`src/rtl/multi_cache_fill_ctrl.sv`:
```
// Block-fill controller shared by NUM_REQ caches: round-robin arbitration, burst read issue, in-order fill writes.
// Define CRITICAL_WORD_FIRST_EN to start issue and fill at the missed word instead of word 0.
module multi_cache_fill_ctrl #(
  parameter int NUM_REQ         = 2,
  parameter int ADDR_W          = 16,
  parameter int DATA_W          = 16,
  parameter int WORDS_PER_BLOCK = 8
) (
  input  logic                      clk,
  input  logic                      rst,
  input  logic [NUM_REQ-1:0]        req_miss,
  input  logic [NUM_REQ*ADDR_W-1:0] req_addr,
  output logic [NUM_REQ-1:0]        grant,
  output logic                      busy,
  output logic                      mem_rd_en,
  output logic [ADDR_W-1:0]         mem_addr,
  input  logic                      mem_data_valid,
  input  logic [DATA_W-1:0]         mem_data_in,
  output logic                      fill_we,
  output logic [ADDR_W-1:0]         fill_addr,
  output logic [DATA_W-1:0]         fill_data,
  output logic                      fill_tag_we
);

  localparam int BYTES = DATA_W / 8;
  localparam int IDX_W = $clog2(WORDS_PER_BLOCK);
  localparam int OFF_W = $clog2(WORDS_PER_BLOCK * BYTES);
  localparam int CNT_W = IDX_W + 1;
  localparam int PTR_W = $clog2(NUM_REQ);
  localparam logic [CNT_W-1:0]  WPB_C    = CNT_W'(WORDS_PER_BLOCK);
  localparam logic [CNT_W-1:0]  LAST_C   = CNT_W'(WORDS_PER_BLOCK - 1);
  localparam logic [ADDR_W-1:0] BLK_MASK = ~((ADDR_W'(1) << OFF_W) - ADDR_W'(1));
  localparam logic [ADDR_W-1:0] BYTES_A  = ADDR_W'(BYTES);
  localparam logic [PTR_W-1:0]  LAST_REQ = PTR_W'(NUM_REQ - 1);

  typedef enum logic [1:0] {IDLE, FILL, DONE} state_t;

  state_t             state, state_nxt;
  logic [PTR_W-1:0]   rr_ptr, gidx, arb_idx, cand;
  logic               arb_found;
  logic [NUM_REQ-1:0] grant_q;
  logic [ADDR_W-1:0]  base, sel_addr;
  logic [IDX_W-1:0]   start, crit_idx, issue_idx, ret_idx;
  logic [CNT_W-1:0]   icnt, rcnt;
  logic               issuing, accept;

  // First requester at or after rr_ptr, wrapping modulo NUM_REQ.
  always_comb begin
    arb_found = 1'b0;
    arb_idx   = '0;
    cand      = '0;
    for (int unsigned i = 0; i < NUM_REQ; i++) begin
      cand = PTR_W'((32'(rr_ptr) + i) % NUM_REQ);
      if (!arb_found && req_miss[cand]) begin
        arb_found = 1'b1;
        arb_idx   = cand;
      end
    end
  end

  assign sel_addr = req_addr[arb_idx*ADDR_W +: ADDR_W];

`ifdef CRITICAL_WORD_FIRST_EN
  assign crit_idx = IDX_W'((sel_addr & ~BLK_MASK) / BYTES_A);
`else
  assign crit_idx = '0;
`endif

  // Word indices wrap inside the block, so the tag/index bits of base never change.
  assign issue_idx = start + icnt[IDX_W-1:0];
  assign ret_idx   = start + rcnt[IDX_W-1:0];

  always_ff @(posedge clk) begin
    if (rst) state <= IDLE;
    else     state <= state_nxt;
  end

  always_comb begin
    state_nxt   = state;
    grant       = '0;
    busy        = 1'b0;
    mem_rd_en   = 1'b0;
    mem_addr    = '0;
    fill_we     = 1'b0;
    fill_addr   = '0;
    fill_data   = '0;
    fill_tag_we = 1'b0;
    issuing     = (state == FILL) && (icnt < WPB_C);
    accept      = (state == FILL) && mem_data_valid && (rcnt < WPB_C);
    case (state)
      IDLE: if (arb_found) state_nxt = FILL;
      FILL: begin
        busy  = 1'b1;
        grant = grant_q;
        if (issuing) begin
          mem_rd_en = 1'b1;
          mem_addr  = base + ADDR_W'(issue_idx) * BYTES_A;
        end
        if (accept) begin
          fill_we   = 1'b1;
          fill_addr = base + ADDR_W'(ret_idx) * BYTES_A;
          fill_data = mem_data_in;
          if (rcnt == LAST_C) state_nxt = DONE;
        end
      end
      DONE: begin
        busy        = 1'b1;
        grant       = grant_q;
        fill_tag_we = 1'b1;
        state_nxt   = IDLE;
      end
      default: state_nxt = IDLE;
    endcase
    if (rst) begin
      state_nxt   = IDLE;
      grant       = '0;
      busy        = 1'b0;
      mem_rd_en   = 1'b0;
      mem_addr    = '0;
      fill_we     = 1'b0;
      fill_addr   = '0;
      fill_data   = '0;
      fill_tag_we = 1'b0;
    end
  end

  always_ff @(posedge clk) begin
    if (rst) begin
      rr_ptr  <= '0;
      gidx    <= '0;
      grant_q <= '0;
      base    <= '0;
      start   <= '0;
      icnt    <= '0;
      rcnt    <= '0;
    end else begin
      case (state)
        IDLE: if (arb_found) begin
          gidx    <= arb_idx;
          grant_q <= NUM_REQ'(1) << arb_idx;
          base    <= sel_addr & BLK_MASK;
          start   <= crit_idx;
          icnt    <= '0;
          rcnt    <= '0;
        end
        FILL: begin
          if (issuing) icnt <= icnt + CNT_W'(1);
          if (accept)  rcnt <= rcnt + CNT_W'(1);
        end
        DONE: rr_ptr <= (gidx == LAST_REQ) ? '0 : gidx + PTR_W'(1);
        default: ;
      endcase
    end
  end

endmodule

```
`config.mk`:
```
export PLATFORM = sky130hd
export DESIGN_NAME = multi_cache_fill_ctrl
export DESIGN_NICKNAME = d
export VERILOG_FILES = /design/src/rtl/multi_cache_fill_ctrl.sv
export SDC_FILE = /design/constraint.sdc
export NUM_CORES = 1
export LEC_CHECK = 0
export BUFFER_PORTS_ARGS = -buffer_cell sky130_fd_sc_hd__buf_2
export CAP_MARGIN = 20
export CORE_MARGIN = 4
export CORE_UTILIZATION = 41
export DETAILED_ROUTE_END_ITERATION = 10
export PLACE_DENSITY = 0.8
export SLEW_MARGIN = 20
export SYNTH_ARGS = -nofsm -noshare
export SYNTH_HDL_FRONTEND = slang
export SYNTH_SLANG_ARGS = --single-unit
export TNS_END_PERCENT = 10
```
`constraint.sdc`:
```
create_clock -name clk -period 1.8 [get_ports clk]
set_input_delay 0.36 -clock clk [delete_from_list [all_inputs] [get_ports clk]]
set_output_delay 0.36 -clock clk [all_outputs]
set_load 0.05 [all_outputs]
```
* After elaboration in Yosys (flattened, before gate mapping)
Index checks and enable logic that the tools add are counted.
Word-level totals: register bits after elaboration 26, latch bits 0, bits in writable memories 0, bits in read-only memories 0, bits of input ports 53, output and inout port bits 54, logic and storage cells 77, memories 0
Operators by class: add/sub/neg operators 6, multiply operators 0, div/mod/pow operators 0, order comparisons 4, equal/unequal tests 7, shift-type cells 2, muxes and demuxes 39, bitwise logic cells 0, reductions and logical operators 12
Operator list (count):
- 16-bit 2-to-1 mux | 9
- 16-bit by 4-bit adder with 16-bit output | 2
- 32-bit by 6-bit variable part select with 16-bit output | 1
- 1-bit 2-to-1 mux | 19
- 4-bit case mux with 2 select lines | 2
- 4-bit 2-to-1 mux | 3
- 2-bit 2-to-1 mux | 5
- 3-bit AND reduction | 3
- 4-bit by 1-bit adder with 4-bit output (second input constant) | 2
- 4-bit < comparator (second input constant) | 2
- 2-bit inequality test (second input constant) | 3
- 4-bit by 3-bit == test with 1-bit output (second input constant) | 1
- 1-bit logical AND | 4
- 1-bit by 2-bit < comparator with 1-bit output (second input constant) | 2
- 2-bit case mux with 2 select lines | 1
- 1-bit adder (second input constant) | 2
- 2-bit by 1-bit == test with 1-bit output (second input constant) | 1
- 2-bit == test (second input constant) | 1
- 2-bit logical NOT | 1
- 2-bit by 1-bit inequality test with 1-bit output (second input constant) | 1
- 2-bit AND reduction | 1
- 2-bit nonzero test | 1
- 2-bit OR reduction | 1
- 1-bit by 1-bit left shift with 2-bit output (first input constant) | 1
- 1-bit logical NOT | 1

* Logic depth before layout (Yosys ltp)
depth after elaboration 8, depth in mapped cells 7, gate-level depth less buffers 6

* Least setup slack after synthesis
No wires, ideal clock.
path type register to output, start register state[0], end output port grant[0], arrival time 1992 ps, required time 1440 ps, slack -552 ps, stages on the path, launching flop included 5, buffers on the path 0, cell sequence dfxtp_1 -> inv_1 -> ha_1 -> nor2b_1 -> and2_1
Between the ends: cells in the longest elaborated chain, start to end 4, elaborated cells on any way between the ends 5, those cells by class 2 x eq/ne; 2 x mux; 1 x reduce/logical
RTL lines:
- from (decl) | RTL line 38 | state_t state, state_nxt;
- from (signal assigned) | RTL line 75 | else state <= state_nxt;
- 2-bit by 1-bit == test with 1-bit output / 2-bit == test (equally long branches) | RTL line 90 | case (state)
- 2-bit OR reduction (no source line) (*)
- 2-bit 2-to-1 mux (*) | RTL line 90
- 2-bit 2-to-1 mux (*) | RTL line 114 | if (rst) begin
- to (decl) | RTL line 13 | output logic [NUM_REQ-1:0] grant,
Mark *: on every way between the ends. The rest lies on a longest branch, timed or not.

* Final worst setup path
start register state[1], end output port fill_addr[10]
Between the ends: cells in the longest elaborated chain, start to end 6
RTL lines:
- 2-bit by 1-bit == test with 1-bit output (*) | RTL line 89, 90
- 1-bit logical AND (2 in series) | RTL line 89 | accept = (state == FILL) && mem_data_valid && (rcnt < WPB_C);
- 16-bit 2-to-1 mux | RTL line 99 | if (accept) begin
- 16-bit 2-to-1 mux (*) | RTL line 90
- 16-bit 2-to-1 mux (*) | RTL line 114
- to (decl) | RTL line 20 | output logic [ADDR_W-1:0] fill_addr,
Marks and branches as above.

==> impl_metrics.ini <==
[sta]
layout_worst_path_cycle_share = 1.11
fmax_mhz = 503
fin_skew_ns = 0.00262
hold_viol_final = 0
rsz0062_at_grt = yes
layout_min_cycle_time_ns = 1.99
drv_slew = 0
worst_slack_ns = -0.190
finalSetupViolCount = 48

[synth]
yosysMostFrequentCell = and2_1
syn-instance-count = 182
async_reset_ff_frac = 0
ys_ff_latch = 25
synth_warnings = 0
synthTopCellsByArea = dfxtp_1 32%, and2_1 20%, a222oi_1 7.7%
postSynthAreaPerCell_um2 = 8.54
ys_seq_area_frac = 0.322
synth_cell_types = 32
yosysTopAreaCell = dfxtp_1
synth.top_cell.area_share = 0.322
yosys_most_used_dff = dfxtp_1
syn_area_um2 = 1550
yosys-top-cells-count = 49 x and2_1, 25 x dfxtp_1, 23 x nor2_1
synth-edff-count = 0

[worst_hold_path]
min_path_cells = 3
hp-class = input pin to register

[layout]
ff_latch_area_um2 = 505
multiInputGateArea_um2 = 1130
fin_cells = 341
nets = 354
diodes = 0
area_delta_synth_final_pct = 87.6
fillers = 194
drive_gt1_frac = 0.625

[detailed_routing]
drc_errors = 0
wirelength_um = 6050
first_pass_iters = 9
wl_per_cell_um = 17.7
vias = 1831
drt_iter0_markers = 211
ant_nets = 0
routed_via_density = 5.37

[critical_path]
crit_chain = inv_4 -> ha_4 -> nand2b_4 -> nor2_4 -> buf_6 -> buf_16 -> and2_4 -> buf_8
worstSetupPathType = register to primary output
end_kind = primary output
slowest_delay_ns = 0.34
critical-path-slowest-cell = dfxtp_2
cp_max_fo = 5
r2r_cells = 8
arrival_ns = 1.63
cp_data_required_time_ns = 1.44
startpoint_type = register

[global_route]
grt_util_all_layers = 0.235
grt_max_degree = 30
antenna_found_initial = 0
globalRouteOverflowTotal = 0
grt_pass1_vias = 1867
grt_pass1_wl_um = 9360

[cts]
clock_latency_ns = 0.27
cts_sinks = 25
ctsHoldBuffers = 0
htree_num_levels = 1
clkTransAtPathRegs_ns = 0.09
cts_tree = built
clockBufferDepth = 2
cts_buffers = 3
clock-root-buffer = clkbuf_8

[die]
coreArea_um2 = 3660
start_util = 0.424
die_h_um = 69.6
io_pins = 107
die_w_um = 69.6
dieArea_um2 = 4840
num_rows = 22

[power]
power_density_nw_per_um2 = 976
p_leak_nw = 1.36
ir_worst_vdd_mv = 0.723

[place]
place_inst = 329
pre_cts_slack_ns = -0.0192
dpl.hpwl_um = 3270
port_buffers = 96
globalplace.congestion = 0.783

[status]
violations = negative setup slack
status = complete, but fails checks

[job]
max_cap_violations = 0
## worst max-delay path: cells and delay by family (launching register included)
kind	cells	cell delay [ns]
flops	1	0.34
fa+ha+maj	1	0.14
buf+inv	4	0.47
simple gates	3	0.40
## sequential cells by signal, indices dropped and copies added (netlist names)
signal   cells
base        12
gidx         1
grant_q      1
icnt         4
rcnt         4
rr_ptr       1
state        2
## cells in the final DEF (no fill, tap or decap), types with 2 or more instances in the layout
cell      count
buf_4        16
nand3_1       3
a21oi_1       8
inv_1         3
buf_8        36
and2_1        6
nand2b_1      8
nor2_1       21
clkbuf_8      3
dfxtp_1      23
nand3b_1      2
buf_2        45
and2_2        9
buf_6        21
nand2_1       4
conb_1        2
nor2_4        2
ha_4          2
and2_4       34
ha_1          4
a222oi_1     12
nor2b_1       2
mux2i_1       6
## worst paths after layout
check,startpoint,end,slack (ns)
setup / recovery,state[1],fill_addr[10],-0.19
hold / removal,req_addr[12],base[12],0.32
setup reg to reg,state[1],icnt[1],0.06
hold reg to reg,grant_q[0],grant_q[0],0.51
## routing by layer
metal  vias up  routed length (µm)  global-route usage
li1        846                   -                   -
met1       845                2060               0.260
met2       124                3320               0.451
met3        16                 476              0.0348
met4         0                 186              0.0781
met5         -                   0                   0
## final cells by class
cell class	count	area share
timing repair buffer	119	0.394
tap	48	0.0206
sequential	25	0.173
clock inverter	1	0.00258
inverter	4	0.00601
clock buffer	3	0.0142
multi-input combinational	141	0.389
## power breakdown
part | leakage, nW | internal, mW | switching, mW
Sequential | 0.206 | 0.675 | 0.112
Combinational | 1.13 | 0.770 | 0.946
Clock | 0.0217 | 0.157 | 0.186
Total | 1.36 | 1.60 | 1.24
## stage by stage
stage / TNS (ns) / util / power (mW) / hold slack [ns] / area [µm²]
floorplan: -3.14 / - / 1.76 / 0.448 / 1630
global placement: -0.00389 / 0.601 / 2.08 / 0.471 / 2200
detailed placement: -0.0648 / 0.601 / 2.11 / 0.492 / 2200
CTS: -5.20 / 0.774 / 2.65 / 0.326 / 2830
global route: -8.22 / 0.796 / 2.99 / 0.328 / 2920
finish: -5.71 / 0.796 / 2.85 / 0.323 / 2920
## cells by family after synthesis
| kind of cell | count (synthesis) | share of synthesized area |
|---|---|---|
| AND/OR/NAND/NOR | 98 | 0.370 |
| AO/OA/AOI/OAI | 26 | 0.143 |
| flip-flops | 25 | 0.322 |
| buffers and inverters | 17 | 0.0547 |
| adder cells (fa/ha/maj) | 7 | 0.0564 |
| multiplexers | 7 | 0.0459 |
| other | 1 | 0.00241 |
| XOR/XNOR | 1 | 0.00564 |
## repair_timing
| item | 4_1_cts | 5_1_grt |
|---|---|---|
| pin swaps | 23 | 8 |
| hold endpoints to repair | 0 | 0 |
| setup buffers | 3 | 3 |
| resized for setup | 168 | 30 |
| endpoints found under the setup margin | 51 | 62 |
| gates cloned | 3 | 0 |
Power figures use the tool's default switching activity.
